`config.mk`:
```
export PLATFORM = sky130hd
export DESIGN_NAME = coin_intake
export DESIGN_NICKNAME = d
export VERILOG_FILES = /design/src/rtl/coin_intake.sv
export SDC_FILE = /design/constraint.sdc
export NUM_CORES = 1
export LEC_CHECK = 0
export BUFFER_PORTS_ARGS = -buffer_cell sky130_fd_sc_hd__buf_2
export CAP_MARGIN = 15
export CELL_PAD_IN_SITES_DETAIL_PLACEMENT = 0
export CELL_PAD_IN_SITES_GLOBAL_PLACEMENT = 2
export CORE_MARGIN = 4
export CORE_UTILIZATION = 40
export CTS_BUF_LIST = sky130_fd_sc_hd__clkbuf_4 sky130_fd_sc_hd__clkbuf_8
export CTS_CLUSTER_DIAMETER = 60
export CTS_CLUSTER_SIZE = 12
export DETAILED_ROUTE_END_ITERATION = 8
export PLACE_DENSITY_LB_ADDON = 0.1
export REMOVE_ABC_BUFFERS = 1
export SLEW_MARGIN = 20
export SYNTH_ARGS = -nofsm -noshare
export SYNTH_HDL_FRONTEND = slang
export SYNTH_SLANG_ARGS = --single-unit
```
`constraint.sdc`:
```
create_clock -name clk -period 5.3 [get_ports clk]
set_input_delay 0.265 -clock clk [delete_from_list [all_inputs] [get_ports clk]]
set_output_delay 0.265 -clock clk [all_outputs]
set_load 0.01 [all_outputs]
```
`src/rtl/coin_intake.sv`:
```
// coin_intake: coin-slot front end for the vending FSM.
// Synchronizes the raw insert button and denomination switches, debounces the
// button, decodes each accepted press into a coin amount and buffers coins in a
// small FIFO presented through a registered valid/ack head.
// Build option: define COIN_INTAKE_DEBOUNCE_EN to enable the debounce counter.
// Without it the debounced level follows synchronized insert directly, so every
// bounce becomes a coin; that build is intended for fast simulation only.
module coin_intake #(
    parameter int unsigned DEBOUNCE_CYCLES = 1000000,
    parameter int unsigned FIFO_DEPTH      = 4
) (
    input  logic       clk,
    input  logic       rst_n,
    input  logic       power,
    input  logic       insert,
    input  logic [1:0] coin_val,
    output logic       coin_valid,
    output logic [3:0] coin_amount,
    input  logic       coin_ack,
    output logic       reject_ind,
    output logic [4:0] pending
);

    localparam int unsigned PW = (FIFO_DEPTH > 1) ? $clog2(FIFO_DEPTH) : 1;

    logic [1:0]    ins_sync;
    logic [1:0]    val_s1;
    logic [1:0]    val_s2;
    logic          ins_s2;
    logic          deb_lvl;
    logic          deb_prev;
    logic          deb_rise;
    logic          press_q;
    logic [1:0]    code_q;
    logic [3:0]    amount;
    logic          code_ok;
    logic [3:0]    mem [FIFO_DEPTH];
    logic [PW-1:0] rd_ptr;
    logic [PW-1:0] wr_ptr;
    logic [PW-1:0] rd_next;
    logic [4:0]    count;
    logic [4:0]    remain;
    logic          out_valid;
    logic [3:0]    out_amt;
    logic          reject;
    logic          pop;
    logic          full;
    logic          push;
    logic          reject_evt;

    assign ins_s2 = ins_sync[1];

    // Two-flop synchronizers for the button and the denomination switches
    always_ff @(posedge clk or negedge rst_n) begin
        if (!rst_n) begin
            ins_sync <= '0;
            val_s1   <= '0;
            val_s2   <= '0;
        end else begin
            ins_sync <= {ins_sync[0], insert};
            val_s1   <= coin_val;
            val_s2   <= val_s1;
        end
    end

`ifdef COIN_INTAKE_DEBOUNCE_EN
    localparam int unsigned CW = $clog2(DEBOUNCE_CYCLES + 1);

    logic [CW-1:0] deb_cnt;

    // Debounce: the level flips only after differing for DEBOUNCE_CYCLES samples
    always_ff @(posedge clk or negedge rst_n) begin
        if (!rst_n) begin
            deb_cnt <= '0;
            deb_lvl <= 1'b0;
        end else if (!power) begin
            deb_cnt <= '0;
            deb_lvl <= ins_s2;
        end else if (ins_s2 != deb_lvl) begin
            if (deb_cnt == CW'(DEBOUNCE_CYCLES - 1)) begin
                deb_lvl <= ins_s2;
                deb_cnt <= '0;
            end else begin
                deb_cnt <= deb_cnt + CW'(1);
            end
        end else begin
            deb_cnt <= '0;
        end
    end
`else
    assign deb_lvl = ins_s2;
`endif

    assign deb_rise = deb_lvl & ~deb_prev;

    // Rising-edge detect on the debounced level; latch the code with the press.
    // While powered down the edge reference tracks the synchronized level, so a
    // press held across power-up is not seen as a new edge.
    always_ff @(posedge clk or negedge rst_n) begin
        if (!rst_n) begin
            deb_prev <= 1'b0;
            press_q  <= 1'b0;
            code_q   <= '0;
        end else if (!power) begin
            deb_prev <= ins_s2;
            press_q  <= 1'b0;
        end else begin
            deb_prev <= deb_lvl;
            press_q  <= deb_rise;
            if (deb_rise) begin
                code_q <= val_s2;
            end
        end
    end

    // Denomination decode of the captured code
    always_comb begin
        amount  = '0;
        code_ok = 1'b1;
        case (code_q)
            2'b00:   amount = 4'd1;
            2'b01:   amount = 4'd5;
            2'b10:   amount = 4'd10;
            default: code_ok = 1'b0;
        endcase
    end

    // Push/pop qualification; a pop frees the slot for a same-cycle push
    always_comb begin
        pop        = out_valid & coin_ack;
        full       = (count == 5'(FIFO_DEPTH));
        push       = press_q & code_ok & (~full | pop);
        reject_evt = press_q & ~push;
        rd_next    = pop ? rd_ptr + PW'(1) : rd_ptr;
        remain     = count - {4'b0, pop};
    end

    // Coin buffer, occupancy, reject flag and registered head output.
    // The head register is loaded from entries already stored before this edge,
    // so a push into an empty buffer shows up one edge after pending counts it.
    always_ff @(posedge clk or negedge rst_n) begin
        if (!rst_n) begin
            for (int unsigned i = 0; i < FIFO_DEPTH; i++) begin
                mem[i] <= '0;
            end
            rd_ptr    <= '0;
            wr_ptr    <= '0;
            count     <= '0;
            out_valid <= 1'b0;
            out_amt   <= '0;
            reject    <= 1'b0;
        end else if (!power) begin
            rd_ptr    <= '0;
            wr_ptr    <= '0;
            count     <= '0;
            out_valid <= 1'b0;
            out_amt   <= '0;
            reject    <= 1'b0;
        end else begin
            if (push) begin
                mem[wr_ptr] <= amount;
                wr_ptr      <= wr_ptr + PW'(1);
            end
            rd_ptr <= rd_next;
            count  <= count + {4'b0, push} - {4'b0, pop};
            if (push) begin
                reject <= 1'b0;
            end else if (reject_evt) begin
                reject <= 1'b1;
            end
            out_valid <= (remain != 5'd0);
            out_amt   <= (remain != 5'd0) ? mem[rd_next] : 4'd0;
        end
    end

    assign coin_valid  = out_valid;
    assign coin_amount = out_amt;
    assign reject_ind  = reject;
    assign pending     = count;

endmodule

```
==> metrics <==
die height 76.6 µm; Max-Cap Viols 0; Pleak 1.03 nW; Mapped Area 0.00188 mm²; Fin Setup TNS 0 ns; internal power 0.000630 W; postcts setup bufs 0; Port Buffers 17; htree depth 2; Hold Buf Count CTS 0; Critical Path Start Type flop; wirelength, routed 3390 µm; nets@finish 189; Area contributors post-synth dfrtp_1 (48%), ha_1 (9.3%), mux2_2 (8.4%), mux2i_1 (6.9%), mux4_2 (3.6%); Worst Max-Slew Pin Slew 0.793 ns; CP most frequent cell inv_1; minimum clock period 2.97 ns; hold slack final 0.0543 ns; GRT Total Usage 13.0%; IO Count 18; vias per cell 5.05; Placement Setup Slack 2.37 ns; Final Skew 0.00239 ns; share of the clock period used by the worst path 56.1%; Final Util 47.7%; antenna cells 0; Crit. End Element flop; Worst-path clk slew 0.07 ns; total grt overflow 0; Max FO, Critical Path 8; total CTS buffers 5; Rel. slew slack 47.2%; Row Count 24; core box area 0.00444 mm²; vias in the first global route 1165; clock net sink count 36; VDD IR-drop max 0.192 mV; total power draw 0.000960 W; reg2reg end pending[4]$_DFF_PN0_; critical path cell sequence inv_1 -> ha_1 -> nor4b_4 -> a221oi_4 -> inv_1 -> ha_1 -> inv_1 -> ha_1 -> inv_1 -> fa_1 -> o21bai_1 -> a21oi_1 -> xnor2_1 -> nor2_1; library cells used by synthesis 30; delay of the slowest critical-path stage 0.43 ns; # setup viols final 0; leading area contributor after synthesis dfrtp_1; DP Wirelength 2510 µm; reg2reg setup slack 2.33 ns; wire per inst 15.4 µm; FF-to-FF path depth 14; Final Hold Fails 0; Worst Hold Class in2async; fin. max-slew vios 0; r2r startpoint pending[3]$_DFF_PN0_; clk buf depth 2; clock power share 25.3%; CTS tree built; routability cong. 0.801; post-route DRC violation count 0; Final ANT Viol Nets 0; commonest non-fill, non-tap cells in the layout dfrtp_1 (36), buf_2 (17), inv_1 (14), mux2_2 (14), ha_1 (14); global-route wire length before repair 5820 µm; register with the most flip-flops mem; warnings from Yosys 0; share of the synthesized area in the top cell type 47.9%; Achievable Freq 0.337 GHz; cts repair resizes 0; RSZ-0062 raised after global routing no; layout cells sized above 1 29.8%; required time worst endpoint 5.46 ns; Comb pwr share 35.4%; Initial Util 42.3%; max FFs per register 12; P_sw 0.000330 W; fraction of the yosys area taken by sequential cells 47.9%; flops & latches, synth 36; die width 76.6 µm; Reg power frac 39.3%; die footprint 0.00586 mm²; crit path DAT 3.13 ns; Cells after Synth 146; area grow syn2layout 12.7%; initial antenna violation count 0; Root Buffer clkbuf_8; Filler cells 423; largest net degree at the start of global routing 37; Pwr Density 453 mW/mm²; Mean Syn Cell Area 12.9 µm²; fin worst setup slack 2.33 ns; DR iter-0 viols 71; Slowest cell on crit path dfrtp_1; commonest non-fill, non-tap cell in the layout dfrtp_1; Switching Fraction 34.3%; critical path class reg2reg; status finished, final reports clean; Via Count 1110; Pre-antenna DRT Iters 4; Clk Latency, worst-skew pair 0.29 ns
## area by class of cell
type                       instances  area, µm²  area share [%]
clock inverter                     3       42.5            2.01
inverter                          15       56.3            2.66
tap                               52       65.1            3.07
timing repair buffer              17       85.1            4.01
sequential                        36        901            42.5
multi-input combinational         92        901            42.5
clock buffer                       5       68.8            3.25
## stage by stage
step	cells	cell area (µm²)
finish	220	2120
global route	220	2120
global placement	212	2010
floorplan	143	1860
detailed placement	212	2010
CTS	220	2120
## per-layer routing
| metal | share of wire, % | global-route usage [%] |
|---|---|---|
| met2 | 45 | 19.7 |
| met1 | 48 | 17.0 |
| met4 | 1.9 | 5.43 |
| met3 | 4.7 | 4.14 |
| met5 | 0 | 0 |
## critical path, delay by kind of cell (launching register included)
family | cells | cell delay [ns]
DFF | 1 | 0.43
adders and majority gates | 4 | 1.05
xor gates and xnor gates | 1 | 0.16
AOI/OAI and AO/OA | 3 | 0.69
and+or+nand+nor | 2 | 0.21
buffers and inverters | 4 | 0.31
## synth_stat cells
| cell | instances |
|---|---|
| inv_1 | 14 |
| ha_1 | 14 |
| a211oi_1 | 3 |
| nor2b_1 | 2 |
| mux2_2 | 14 |
| o21bai_1 | 2 |
| nand3b_1 | 1 |
| nand2_2 | 1 |
| buf_4 | 1 |
| xor2_1 | 2 |
| and3_4 | 4 |
| nand2_1 | 1 |
| mux2i_1 | 13 |
| xnor2_1 | 7 |
| a21o_1 | 1 |
| nor2_1 | 9 |
| o21ai_0 | 1 |
| nand2b_1 | 3 |
| fa_1 | 1 |
| mux4_2 | 3 |
| clkbuf_1 | 1 |
| nand3_1 | 2 |
| buf_6 | 1 |
| nor4b_4 | 1 |
| a21oi_1 | 4 |
| inv_2 | 1 |
| a221oi_4 | 1 |
| and2_1 | 1 |
| a21boi_0 | 1 |
| dfrtp_1 | 36 |
## how the worst max path moves through the flow
stage                     cells after the start            startpoint              endpoint  slack, ns
after floorplan                              14  pending[3]$_DFF_PN0_  pending[4]$_DFF_PN0_       2.55
after global placement                       14  pending[3]$_DFF_PN0_  pending[4]$_DFF_PN0_       2.43
after detailed placement                     14  pending[3]$_DFF_PN0_  pending[4]$_DFF_PN0_       2.37
after CTS                                    14  pending[3]$_DFF_PN0_  pending[4]$_DFF_PN0_       2.32
after global routing                         14  pending[3]$_DFF_PN0_  pending[4]$_DFF_PN0_       2.12
final                                        14  pending[3]$_DFF_PN0_  pending[4]$_DFF_PN0_       2.33
## power groups by stage
stage / Combinational (W) / Sequential, W / Clock (W)
6_report: 0.000340 / 0.000377 / 0.000243
5_1_grt: 0.000384 / 0.000386 / 0.000259
4_1_cts: 0.000346 / 0.000379 / 0.000249
3_5_place_dp: 0.000344 / 0.000385 / 0
3_3_place_gp: 0.000341 / 0.000381 / 0
2_1_floorplan: 0.000245 / 0.000386 / 0
## cell families after synthesis
| logic type | synth area share, % |
|---|---|
| fa+ha+maj | 10.4 |
| buf+inv | 4.19 |
| flops | 47.9 |
| compound gates | 5.52 |
| simple gates | 8.92 |
| xor+xnor | 4.19 |
| mux | 18.9 |
Power figures use the tool's default switching activity.
